===== src/rtl/ecc_decode_ctrl.sv =====
// Sequencing controller for the Hamming(16,11) SECDED decode path: collects a
// codeword as two bytes, classifies/corrects it and keeps saturating error counts.
module ecc_decode_ctrl #(
    parameter int CNT_W = 8
) (
    input  logic             clk,
    input  logic             reset,
    input  logic             in_valid,
    output logic             in_ready,
    input  logic [7:0]       in_byte,
    output logic             out_valid,
    input  logic             out_ready,
    output logic [10:0]      out_data,
    output logic [1:0]       out_status,
    output logic [3:0]       out_syndrome,
    input  logic             cnt_clear,
    output logic [CNT_W-1:0] cnt_corr,
    output logic [CNT_W-1:0] cnt_dbl,
    output logic             busy
);

    typedef enum logic [2:0] {
        S_LSW = 3'd0,
        S_MSW = 3'd1,
        S_SYN = 3'd2,
        S_FIX = 3'd3,
        S_OUT = 3'd4
    } state_t;

    localparam logic [CNT_W-1:0] CNT_MAX = {CNT_W{1'b1}};

    state_t       state_r;
    logic [15:0]  cw_r;
    logic [3:0]   syn_r;
    logic         par_r;
    logic [15:0]  flip_s;
    logic [1:0]   status_s;
    logic [10:0]  data_s;
    logic         corr_inc_s;
    logic         dbl_inc_s;

    function automatic logic [3:0] calc_syndrome(input logic [15:0] cw);
        logic [3:0] s;
        s = 4'd0;
        for (int i = 1; i < 16; i++) begin
            if (cw[i]) begin
                s = s ^ i[3:0];
            end else begin
                s = s;
            end
        end
        return s;
    endfunction

    function automatic logic calc_parity(input logic [15:0] cw);
        return ^cw;
    endfunction

    function automatic logic [10:0] extract_data(input logic [15:0] cw);
        return {cw[15:9], cw[7:5], cw[3]};
    endfunction

    // Classification: odd overall parity means a single flip at position s (s=0 is p0).
    always_comb begin
        flip_s   = 16'd0;
        status_s = 2'b00;
        if (par_r) begin
            flip_s   = 16'd1 << syn_r;
            status_s = 2'b01;
        end else if (syn_r != 4'd0) begin
            status_s = 2'b10;
        end else begin
            status_s = 2'b00;
        end
        data_s     = extract_data(cw_r ^ flip_s);
        corr_inc_s = (state_r == S_FIX) && (status_s == 2'b01);
        dbl_inc_s  = (state_r == S_FIX) && (status_s == 2'b10);
    end

    // Message sequencing FSM with registered handshake and result outputs.
    always_ff @(posedge clk) begin
        if (reset) begin
            state_r      <= S_LSW;
            cw_r         <= 16'd0;
            syn_r        <= 4'd0;
            par_r        <= 1'b0;
            in_ready     <= 1'b1;
            out_valid    <= 1'b0;
            out_data     <= 11'd0;
            out_status   <= 2'b00;
            out_syndrome <= 4'd0;
            busy         <= 1'b0;
        end else begin
            case (state_r)
                S_LSW: begin
                    if (in_valid) begin
                        cw_r[7:0] <= in_byte;
                        state_r   <= S_MSW;
                        busy      <= 1'b1;
                    end
                end
                S_MSW: begin
                    if (in_valid) begin
                        cw_r[15:8] <= in_byte;
                        state_r    <= S_SYN;
                        in_ready   <= 1'b0;
                    end
                end
                S_SYN: begin
                    syn_r   <= calc_syndrome(cw_r);
                    par_r   <= calc_parity(cw_r);
                    state_r <= S_FIX;
                end
                S_FIX: begin
                    out_data     <= data_s;
                    out_status   <= status_s;
                    out_syndrome <= syn_r;
                    out_valid    <= 1'b1;
                    state_r      <= S_OUT;
                end
                S_OUT: begin
                    if (out_ready) begin
                        out_valid <= 1'b0;
                        in_ready  <= 1'b1;
                        busy      <= 1'b0;
                        state_r   <= S_LSW;
                    end
                end
                default: begin
                    state_r   <= S_LSW;
                    in_ready  <= 1'b1;
                    out_valid <= 1'b0;
                    busy      <= 1'b0;
                end
            endcase
        end
    end

    // Saturating statistics; a clear wins over a same-cycle increment.
    always_ff @(posedge clk) begin
        if (reset || cnt_clear) begin
            cnt_corr <= {CNT_W{1'b0}};
            cnt_dbl  <= {CNT_W{1'b0}};
        end else begin
            if (corr_inc_s && (cnt_corr != CNT_MAX)) begin
                cnt_corr <= cnt_corr + {{(CNT_W-1){1'b0}}, 1'b1};
            end
            if (dbl_inc_s && (cnt_dbl != CNT_MAX)) begin
                cnt_dbl <= cnt_dbl + {{(CNT_W-1){1'b0}}, 1'b1};
            end
        end
    end

endmodule


===== config.mk =====
export PLATFORM = sky130hd
export DESIGN_NAME = ecc_decode_ctrl
export DESIGN_NICKNAME = d
export VERILOG_FILES = /design/src/rtl/ecc_decode_ctrl.sv
export SDC_FILE = /design/constraint.sdc
export NUM_CORES = 1
export LEC_CHECK = 0
export ABC_AREA = 1
export BUFFER_PORTS_ARGS = -buffer_cell sky130_fd_sc_hd__buf_2
export CORE_UTILIZATION = 25
export CTS_CLUSTER_DIAMETER = 40
export CTS_CLUSTER_SIZE = 12
export DETAILED_ROUTE_END_ITERATION = 8
export GPL_TIMING_DRIVEN = 0
export PLACE_DENSITY = 0.41
export SLEW_MARGIN = 20
export SYNTH_ARGS = -nofsm -noshare
export SYNTH_HDL_FRONTEND = slang
export SYNTH_SLANG_ARGS = --single-unit

===== constraint.sdc =====
create_clock -name clk -period 1.5 [get_ports clk]
set_input_delay 0.15 -clock clk [delete_from_list [all_inputs] [get_ports clk]]
set_output_delay 0.15 -clock clk [all_outputs]
set_load 0.02 [all_outputs]

-- Word-level counts from Yosys, hierarchy flattened
Index checks and enable logic that the tools add are counted.
- reduce and logical (&&, ||, !) cells: 17
- bitwise logic cells: 18
- add/sub/neg operators: 2
- equality and inequality tests: 11
- muxes and demuxes: 57
- shifts and indexed selects: 1
- operators by type and width (operator ; number):
    2-to-1 mux 4 bit ; 36
    2-to-1 mux 3 bit ; 7
    adder 8 x 1 -> 8 bit (second input constant) ; 2
    2-to-1 mux 16 bit ; 1
    != test 8 bit (second input constant) ; 2
    XOR reduction 16 bit ; 1
    << shifter 1 x 4 -> 16 bit (first input constant) ; 1
    XOR 16 bit ; 1
    one-hot mux 3 bit (5 select lines) ; 1
    inverter 2 bit ; 6
    inverter 3 bit ; 4
    one-hot mux 1 bit (3 select lines) ; 3
    AND reduction 3 bit ; 3
    OR reduction 3 bit ; 3
    2-to-1 mux 2 bit ; 4
    equality test 3 x 2 -> 1 bit (second input constant) ; 2
    != test 2 bit (second input constant) ; 3
    inverter 1 bit ; 6
    AND reduction 2 bit ; 3
    2-to-1 mux 1 bit ; 5
    logical AND 1 bit ; 4
    inverter 4 bit ; 1
    nonzero test 4 bit ; 1
    equality test 3 x 1 -> 1 bit (second input constant) ; 1
    5 further kinds ; 5
- output and inout port bits: 36
- word-level logic and storage cells: 119
- input port bits: 13
- bits in registers: 60

-- Depth between registers and ports, before layout
Gate-level depths: netlist of run 1.
- word-level depth: 57
- depth in mapped cells: 12
- depth with buffers taken out: 12

-- Worst setup path before layout of run 1
OpenSTA, ideal clock, no wires.
- kind: reg2reg
- from: register cnt_corr[0]
- to: register cnt_corr[3]
- data required time: 1.434 ns
- arrival: 1.529 ns
- setup slack: -0.095 ns
- period minus slack after synthesis: 1.595 ns
- buffers on the path: 1
- setup time: 0.066 ns
- stages on the path, launching flop included: 11
- cells stage by stage: dfxtp_1 -> ha_1 -> nand3_1 -> nor2_2 -> inv_1 -> o21ai_2 -> inv_2 -> buf_6 -> nand3_1 -> nand2_1 -> a21oi_2
- longest elaborated chain between the ends: 2
- elaborated cells on any way between the ends: 3
- classes of those cells: add/sub (1); eq/ne (1); reduce/logical (1)
- RTL lines (element ; RTL line ; source):
    from (decl) ; 17 ; output logic [CNT_W-1:0] cnt_corr,
    from (signal assigned) ; 142 ; cnt_corr <= {CNT_W{1'b0}};
    from (signal assigned) ; 146 ; cnt_corr <= cnt_corr + {{(CNT_W-1){1'b0}}, 1'b1};
    branches (longest 2 deep; another with adder 8 x 1 -> 8 bit) ; - ;
Parallel ways; which one is timed is not known.
A chain may end at the register's enable or synchronous reset.

-- Worst setup path in the final report of run 1
- from: register cnt_corr[0]
- to: register cnt_corr[5]
The elaborated chain is that of the path after synthesis.

==> results of run 1 <==
==> logic make-up after synthesis <==
logic type,after synthesis,share of synthesized area [%]
simple gates,195,26.59
compound gates,95,16.86
buf+inv,76,10.10
flops,60,39.09
xor+xnor,23,6.555
fa+ha+maj,2,0.8142
==> worst paths after layout <==
kind	cells after the start	slack [ns]	endpoint	start
worst max-delay path	9	0.08	cnt_corr[5]	cnt_corr[0]
worst min-delay path	3	0.12	cw_r[9]	in_byte[1]
worst max register to register	9	0.08	cnt_corr[5]	cnt_corr[0]
worst min register to register	2	0.45	in_ready	in_ready
==> where the power goes <==
part	switching [mW]	leakage, nW	total (mW)	internal (mW)
sequential	0.0960	0.495	1.79	1.69
combinational	0.535	1.19	0.832	0.297
clock	0.752	0.133	1.94	1.19
total	1.38	1.81	4.56	3.18
==> worst max-delay path: cells and delay by family (launching register included) <==
kind | cells | cell delay, ns
flip-flops | 1 | 0.37
AND/OR/NAND/NOR | 3 | 0.27
AO/OA/AOI/OAI | 2 | 0.26
buffers and inverters | 3 | 0.25
adder cells (fa/ha/maj) | 1 | 0.16
==> registers in the layout, summed over array words and instances (netlist names) <==
register / flops
out_status: 2
out_valid: 1
busy: 1
out_syndrome: 4
cw_r: 16
state_r: 3
cnt_dbl: 8
par_r: 1
cnt_corr: 8
out_data: 11
syn_r: 4
in_ready: 1
==> synth_stat cells, drive strengths merged (7+ instances only) <==
cell type  count  area, um^2
a21oi         43       219.0
buf            7       50.05
dfxtp         60        1201
inv           64       240.2
nand2        124       483.0
nand3         13       65.06
nor2          43       176.4
nor3          11       66.32
o21ai         41       209.0
o221ai         7       61.31
xnor2         13       113.9
xor2          10       87.58
==> stage by stage <==
stage | setup WS (ns) | instance area (um^2)
final | 0.07591 | 3956
after CTS | 0.008890 | 3814
after global placement | -0.07183 | 3501
after global routing | -0.02210 | 3956
after floorplan | 0.01160 | 3077
after detailed placement | -0.08652 | 3501
==> cell type report <==
type	count	area, um^2
well taps	147	183.9
repair buffers	55	290.3
clock buffers	11	252.7
fillers	1347	8055
multi-input cells	315	1660
plain buffers	11	73.82
clock inverters	4	25.02
flip-flops and latches	60	1224
inverters	65	246.5
==> repair_timing <==
| action | CTS | global route |
|---|---|---|
| cloned | 0 | 1 |
| buffers inserted | 1 | 5 |
| setup endpoints to repair | 14 | 32 |
| endpoints found under the hold margin | 0 | 0 |
| gates resized for setup | 6 | 41 |
| pin swaps | 1 | 7 |
==> routing by layer <==
metal / routed length (um) / up-vias
met5: 0 / -
met4: 162 / 0
met3: 392 / 14
met2: 3965 / 52
met1: 4047 / 1350
li1: - / 1572
==> impl_metrics.env, run 1 <==
export IMPL_run_status="finished clean"
export IMPL_cts_root_buffer="clkbuf_16"
export IMPL_count_of_vias_placed_by_the_detailed_router=2988
export IMPL_final_instance_count_excl_fill=668
export IMPL_drv_slew=0
export IMPL_timing_critical_path_fanout_max=5
export IMPL_antenna_found_initial=0
export IMPL_drive_above_1_share_pct=25.53
export IMPL_fin_worst_skew_ns=0.004865
export IMPL_final_cell_mix="nand2_1 (112), inv_1 (53), buf_2 (51)"
export IMPL_report_final_setup_viol=0
export IMPL_rsz_0062_raised_after_global_routing="true"
export IMPL_routed_via_density=4.473
export IMPL_initialDrtViolationCount=184
export IMPL_syn_mean_instance_area_um2=6.814
export IMPL_grt_pass1_vias=2842
export IMPL_dpl_hpwl_mm=6.386
export IMPL_clock_fmax_ghz=0.7022
export IMPL_starting_density_of_the_core_pct=25.58
export IMPL_grt_busiest_layer="met2"
export IMPL_max_cap_violations=0
export IMPL_synth_distinct_cells=32
export IMPL_tritoncts_num_buffers=9
export IMPL_floorplan_die_area_mm2=0.01274
export IMPL_critPathArrivalTime_ns=1.65
export IMPL_timing_setup_tns_ns=0
export IMPL_worstSkewPairLatency_ns=0.33
export IMPL_cts_tree="done"
export IMPL_route_detailed_wl_per_inst_um=12.82
export IMPL_remaining_antenna_violation_count=0
export IMPL_post_synthesis_sequential_area_ratio_pct=39.09
export IMPL_cts_max_path_buffers=2
export IMPL_synthesis_yosys_warnings=0
export IMPL_drt_wl_total_mm=8.567
export IMPL_setup_worst_path_end_class="register"
export IMPL_worst_supply_voltage_drop_on_vdd_uv=458.7
export IMPL_route_detailed_drc=0
export IMPL_core_rowCount=40
export IMPL_die_height_um=112.9
export IMPL_globalRoute_totalOverflow=0
export IMPL_synth_cells=451
export IMPL_antenna_cells_inserted=0
export IMPL_clkSlewWorstSetupHoldPaths_ns=0.05
export IMPL_nets=532
export IMPL_min_period_ns=1.424
export IMPL_drt_pass1_iterations=4
export IMPL_areaGrowthSynthToFinish_pct=28.75
export IMPL_worst_pin_slew_ns=0.6449
export IMPL_synthesized_cell_area_mm2=0.003073
export IMPL_timing_critical_path_mode_cell="inv_2"
export IMPL_critPathRequiredTime_ns=1.73
export IMPL_post_route_clock_period_utilization_pct=94.94
export IMPL_grt_first_pass_wirelength_mm=13.86
export IMPL_core_area_mm2=0.01201
export IMPL_grt_start_max_net_pins=11
export IMPL_placedCellCount=646
export IMPL_cts_hold_repair_buffers=0
export IMPL_synthArstFlopShare_pct=0
export IMPL_crit_path_start_kind="register"
export IMPL_cp_cell_sequence="ha_4 -> nand3_4 -> nor2_4 -> inv_2 -> o21ai_4 -> inv_2 -> buf_6 -> a31oi_1 -> nor2_1"
export IMPL_htree_levels=3
export IMPL_die_w_um=112.9
export IMPL_critical_path_slowest_cell="dfxtp_4"
export IMPL_portBuffers=48
export IMPL_synth_flop_cell="dfxtp_1"
export IMPL_power_leakage_nw=1.814
export IMPL_groute_layer_met1_usage_pct=17.15
export IMPL_io_pin_count=49
export IMPL_min_delay_path_class="in2reg"
export IMPL_mappedNetlistNets=466
export IMPL_gp_congestion=0.7879
export IMPL_final_hold_violation_count=0
export IMPL_power_mw=4.562
export IMPL_global_route_usage_total_pct=14.19
export IMPL_edff_count_synth=0
export IMPL_layout_cells_most_common="nand2_1"
export IMPL_crit_type="reg2reg"
export IMPL_grt_util_met2_pct=23.66
export IMPL_pwr_per_cell_area_mw_per_mm2=1153
export IMPL_grt_met3_usage_pct=3.696
export IMPL_finish_utilization_pct=32.94
export IMPL_synthesized_flop_and_latch_total=60
export IMPL_slew_headroom_pct=56.85
export IMPL_fin_hold_ws_ns=0.1219
export IMPL_cpPeakStageDelay_ns=0.37
export IMPL_tritoncts_num_sinks=60
(Power assumes the default switching activity.)
==> run 2: changes to the inputs <==
--- a/config.mk
+++ b/config.mk
@@ -6,7 +6,7 @@
 export NUM_CORES = 1
 export LEC_CHECK = 0
 export ABC_AREA = 1
-export BUFFER_PORTS_ARGS = -buffer_cell sky130_fd_sc_hd__buf_2
+export BUFFER_PORTS_ARGS = -buffer_cell sky130_fd_sc_hd__clkbuf_2
 export CORE_UTILIZATION = 25
 export CTS_CLUSTER_DIAMETER = 40
 export CTS_CLUSTER_SIZE = 12
==> impl_metrics.env, run 2 (same netlist as run 1, synthesis figures left out) <==
export IMPL_run_status="finished clean"
export IMPL_route_detailed_wl_per_inst_um=12.62
export IMPL_die_height_um=112.9
export IMPL_initialDrtViolationCount=115
export IMPL_finish_utilization_pct=32.75
export IMPL_tritoncts_num_buffers=9
export IMPL_cts_root_buffer="clkbuf_16"
export IMPL_grt_pass1_vias=2739
export IMPL_die_w_um=112.9
export IMPL_final_cell_mix="nand2_1 (117), inv_1 (53), dfxtp_1 (52)"
export IMPL_floorplan_die_area_mm2=0.01274
export IMPL_core_area_mm2=0.01201
export IMPL_antenna_found_initial=0
export IMPL_global_route_usage_total_pct=13.58
export IMPL_crit_path_start_kind="register"
export IMPL_layout_cells_most_common="nand2_1"
export IMPL_top_register="cw_r"
export IMPL_min_delay_path_class="in2reg"
export IMPL_crit_type="reg2reg"
export IMPL_nets=530
export IMPL_areaGrowthSynthToFinish_pct=28.01
export IMPL_placedCellCount=646
export IMPL_timing_critical_path_mode_cell="nand2_1"
export IMPL_grt_first_pass_wirelength_mm=13.40
export IMPL_tritoncts_num_sinks=60
export IMPL_min_period_ns=1.421
export IMPL_dpl_hpwl_mm=6.370
export IMPL_slew_headroom_pct=61.99
export IMPL_worst_pin_slew_ns=0.5681
export IMPL_path_buf_inv=3
export IMPL_pwr_per_cell_area_mw_per_mm2=1208
export IMPL_clkSlewWorstSetupHoldPaths_ns=0.05
export IMPL_reg_largest_list="cw_r x16, out_data x11"
export IMPL_starting_density_of_the_core_pct=25.58
export IMPL_largest_reg_flops=16
export IMPL_fin_worst_skew_ns=0.006591
export IMPL_max_cap_violations=0
export IMPL_route_detailed_drc=0
export IMPL_cts_max_path_buffers=2
export IMPL_clock_fmax_ghz=0.7036
export IMPL_timing_setup_tns_ns=0
export IMPL_setup_worst_path_end_class="register"
export IMPL_timing_critical_path_fanout_max=5
export IMPL_routed_via_density=4.493
export IMPL_critical_path_slowest_cell="dfxtp_4"
export IMPL_htree_levels=3
export IMPL_worst_supply_voltage_drop_on_vdd_uv=515.5
export IMPL_fin_hold_ws_ns=0.1392
export IMPL_worstSkewPairLatency_ns=0.33
export IMPL_power_leakage_nw=1.790
export IMPL_drt_wl_total_mm=8.389
export IMPL_critPathArrivalTime_ns=1.64
export IMPL_count_of_vias_placed_by_the_detailed_router=2988
export IMPL_cp_cell_sequence="ha_4 -> nand3_4 -> nor2_4 -> inv_2 -> o21ai_4 -> inv_2 -> buf_4 -> nand2_1 -> nand2_1 -> nand2_1 -> nor2_1"
export IMPL_critPathRequiredTime_ns=1.72
export IMPL_cpPeakStageDelay_ns=0.37
export IMPL_final_instance_count_excl_fill=665
export IMPL_cpLargestDelayFamily="simple AND/OR/NAND/NOR gates"
export IMPL_antenna_cells_inserted=0
export IMPL_io_pin_count=49
export IMPL_portBuffers=48
export IMPL_final_hold_violation_count=0
export IMPL_drt_pass1_iterations=4
export IMPL_rsz_0062_raised_after_global_routing="true"
export IMPL_grt_start_max_net_pins=11
export IMPL_globalRoute_totalOverflow=0
export IMPL_core_rowCount=40
export IMPL_post_route_clock_period_utilization_pct=94.75
export IMPL_cts_tree="done"
export IMPL_report_final_setup_viol=0
export IMPL_drive_above_1_share_pct=22.39
export IMPL_remaining_antenna_violation_count=0
export IMPL_gp_congestion=0.7928
export IMPL_drv_slew=0
run 2: worst paths after layout:
| path | slack, ns | depth (start not counted) | to | from |
|---|---|---|---|---|
| setup / recovery | 0.08 | 11 | cnt_corr[6] | cnt_corr[0] |
| hold reg to reg | 0.45 | 2 | in_ready | in_ready |
| hold / removal | 0.14 | 3 | cw_r[9] | in_byte[1] |
| setup reg to reg | 0.08 | 11 | cnt_corr[6] | cnt_corr[0] |
run 2: repair_timing:
| item | 4_1_cts | 5_1_grt |
|---|---|---|
| gates cloned | 0 | 1 |
| resized for setup | 6 | 24 |
| endpoints found under the setup margin | 14 | 28 |
| setup buffers | 1 | 3 |
| pin swaps | 1 | 3 |
| hold endpoints to repair | 0 | 0 |
| hold buffers | 0 | 0 |
run 2: worst register-to-register path: stages, from the launching register on:
cell	delay (ns)
dfxtp_4	0.37
ha_4	0.16
nand3_4	0.08
nor2_4	0.13
inv_2	0.05
o21ai_4	0.13
inv_2	0.07
buf_4	0.13
nand2_1	0.06
nand2_1	0.05
nand2_1	0.05
nor2_1	0.04
run 2: stage by stage:
step	worst slack [ns]	power, mW	instance area (um^2)
2_1_floorplan	0.01160	2.385	3077
3_3_place_gp	-0.07146	2.611	3501
3_5_place_dp	-0.09739	2.615	3501
4_1_cts	0.001597	4.792	3846
5_1_grt	-0.01508	4.991	3934
6_report	0.07873	4.751	3934
run 2: cell type report:
cell class / count / area (um^2)
multi-input cells: 315 / 1634
flip-flops and latches: 60 / 1216
well taps: 147 / 183.9
clock inverters: 1 / 30.03
fillers: 1328 / 8078
inverters: 65 / 246.5
clock buffers: 13 / 280.3
plain buffers: 11 / 67.56
repair buffers: 53 / 275.3
run 2: per-layer routing:
metal / global-route usage, % / share of wire (%) / up-vias / wire length (um)
met4: 4.298 / 1.1 / 0 / 93
met5: 0 / 0 / - / 0
met3: 3.910 / 3.6 / 8 / 305
met2: 22.88 / 47 / 47 / 3915
li1: - / - / 1569 / -
met1: 16.72 / 49 / 1364 / 4076
run 2: report_power, final:
part / switching [mW] / internal [mW]
clock network: 0.709 / 1.45
registers: 0.0936 / 1.69
logic: 0.528 / 0.285
total: 1.33 / 3.42
==> run 3: changes to the inputs <==
--- a/config.mk
+++ b/config.mk
@@ -13,6 +13,7 @@
 export DETAILED_ROUTE_END_ITERATION = 8
 export GPL_TIMING_DRIVEN = 0
 export PLACE_DENSITY = 0.41
+export REMOVE_ABC_BUFFERS = 1
 export SLEW_MARGIN = 20
 export SYNTH_ARGS = -nofsm -noshare
 export SYNTH_HDL_FRONTEND = slang
==> impl_metrics.env, run 3 (same netlist as run 1, synthesis figures left out) <==
export IMPL_run_status="finished clean"
export IMPL_remaining_antenna_violation_count=0
export IMPL_power_leakage_nw=1.845
export IMPL_areaGrowthSynthToFinish_pct=34.08
export IMPL_top_register="cw_r"
export IMPL_htree_levels=3
export IMPL_starting_density_of_the_core_pct=25.58
export IMPL_drt_wl_total_mm=8.508
export IMPL_floorplan_die_area_mm2=0.01274
export IMPL_route_detailed_wl_per_inst_um=12.68
export IMPL_setup_worst_path_end_class="register"
export IMPL_gp_congestion=0.7683
export IMPL_fin_worst_skew_ns=0.006295
export IMPL_grt_busiest_layer="met2"
export IMPL_grt_util_met2_pct=22.35
export IMPL_post_route_clock_period_utilization_pct=95.16
export IMPL_reg_to_reg_startpoint="cnt_corr[0]"
export IMPL_pwr_per_cell_area_mw_per_mm2=1208
export IMPL_clock_fmax_ghz=0.7006
export IMPL_cts_max_path_buffers=2
export IMPL_final_hold_violation_count=0
export IMPL_antenna_cells_inserted=0
export IMPL_placedCellCount=635
export IMPL_timing_critical_path_fanout_max=6
export IMPL_setup_slack_ns=0.07264
export IMPL_cts_root_buffer="clkbuf_16"
export IMPL_dpl_hpwl_mm=5.721
export IMPL_hold_path_cell_count=3
export IMPL_tritoncts_num_sinks=60
export IMPL_initialDrtViolationCount=74
export IMPL_globalRoute_totalOverflow=0
export IMPL_worstSkewPairLatency_ns=0.33
export IMPL_power_mw=4.975
export IMPL_route_detailed_drc=0
export IMPL_groute_layer_met1_usage_pct=18.60
export IMPL_nets=534
export IMPL_cts_hold_repair_buffers=0
export IMPL_tritoncts_num_buffers=9
export IMPL_max_cap_violations=0
export IMPL_min_delay_path_class="in2reg"
export IMPL_crit_reg2reg_capture="cnt_corr[5]"
export IMPL_r2r_setup_slack_ns=0.07
export IMPL_worst_pin_slew_ns=0.9765
export IMPL_finish_utilization_pct=34.30
export IMPL_critPathArrivalTime_ns=1.64
export IMPL_worst_supply_voltage_drop_on_vdd_uv=462.5
export IMPL_fin_hold_ws_ns=0.1148
export IMPL_io_pin_count=49
export IMPL_reg_largest_list="cw_r x16, out_data x11"
export IMPL_multiInputGateArea_mm2=0.001695
export IMPL_seq_area_mm2=0.001221
export IMPL_final_fill_count=1308
export IMPL_drt_pass1_iterations=4
export IMPL_layout_cells_most_common="nand2_1"
export IMPL_grt_first_pass_wirelength_mm=13.87
export IMPL_critPathRequiredTime_ns=1.72
export IMPL_crit_type="reg2reg"
export IMPL_grt_pass1_vias=2828
export IMPL_rsz_0062_raised_after_global_routing="true"
export IMPL_grt_met3_usage_pct=2.999
export IMPL_report_final_setup_viol=0
export IMPL_grt_start_max_net_pins=33
export IMPL_crit_path_end="cnt_corr[5]"
export IMPL_global_route_usage_total_pct=13.92
export IMPL_core_rowCount=40
export IMPL_slew_headroom_pct=34.83
export IMPL_portBuffers=48
export IMPL_crit_path_start="cnt_corr[0]"
export IMPL_count_of_vias_placed_by_the_detailed_router=2993
export IMPL_drv_slew=0
export IMPL_antenna_found_initial=0
export IMPL_core_area_mm2=0.01201
export IMPL_hold_path_startpoint="in_byte[5]"
export IMPL_die_w_um=112.9
export IMPL_cts_tree="done"
export IMPL_drive_above_1_share_pct=26.34
export IMPL_largest_reg_flops=16
export IMPL_ff2ff_path_depth=9
export IMPL_min_period_ns=1.427
export IMPL_final_instance_count_excl_fill=671
export IMPL_preCtsSetupSlack_ns=-0.5034
export IMPL_clkSlewWorstSetupHoldPaths_ns=0.05
export IMPL_crit_path_start_kind="register"
export IMPL_routed_via_density=4.461
export IMPL_die_height_um=112.9
export IMPL_final_cell_mix="nand2_1 (115), inv_1 (53), clkbuf_2 (49)"
[run 3: changes by cell type in the layout (fill, tap and decap cells not counted), sizes merged]
| cell | previous run | this run |
|---|---|---|
| buf | 11 | 17 |
| bufinv | 1 | 3 |
| clkbuf | 66 | 60 |
| clkinvlp | 0 | 3 |
| inv | 65 | 64 |
| clkinv | 0 | 2 |
[run 3: routing by layer]
metal / part of all wire [%] / vias up
met5: 0 / -
met4: 1.2 / 0
met3: 2.6 / 6
met2: 46 / 41
met1: 50 / 1366
li1: - / 1580
[run 3: metrics by stage]
| stage | cell area (um^2) | setup TNS [ns] |
|---|---|---|
| 6_report | 4120 | 0 |
| 5_1_grt | 4120 | -0.1864 |
| 4_1_cts | 3919 | 0 |
| 3_5_place_dp | 3432 | -7.402 |
| 3_3_place_gp | 3432 | -7.044 |
| 2_1_floorplan | 3008 | -0.1453 |
[run 3: power by group]
part | internal (mW) | switching (mW) | total, mW | leakage [nW]
Sequential | 1.69 | 0.100 | 1.79 | 0.494
Clock | 1.62 | 0.732 | 2.35 | 0.163
Combinational | 0.302 | 0.534 | 0.836 | 1.19
Total | 3.61 | 1.37 | 4.98 | 1.84
[run 3: worst min path at each step]
stage / endpoint / slack, ns
after floorplan: busy / 0.22
after global placement: in_ready / 0.43
after detailed placement: in_ready / 0.44
after CTS: cw_r[4] / 0.10
after global routing: cw_r[9] / 0.14
final: cw_r[13] / 0.11
[run 3: cell type report]
cell class,count,area share [%]
repair buffers,66,9.930
inverters,65,6.377
multi-input cells,315,41.15
clock inverters,5,2.429
clock buffers,11,5.648
flip-flops and latches,60,29.64
well taps,147,4.464
repair inverters,2,0.3644
[run 3: critical path, stage by stage, from the launching register on]
cell,delay (ns)
dfxtp_4,0.36
ha_4,0.16
nand3_4,0.08
nor2_4,0.11
inv_2,0.05
o21ai_4,0.17
buf_6,0.15
inv_8,0.04
a31oi_1,0.13
nor2_1,0.06
[run 3: repair_timing]
item | CTS | global route
pin swaps | 3 | 14
gates resized for setup | 19 | 50
setup buffers | 10 | 8
setup endpoints to repair | 41 | 33
gates cloned | 2 | 0
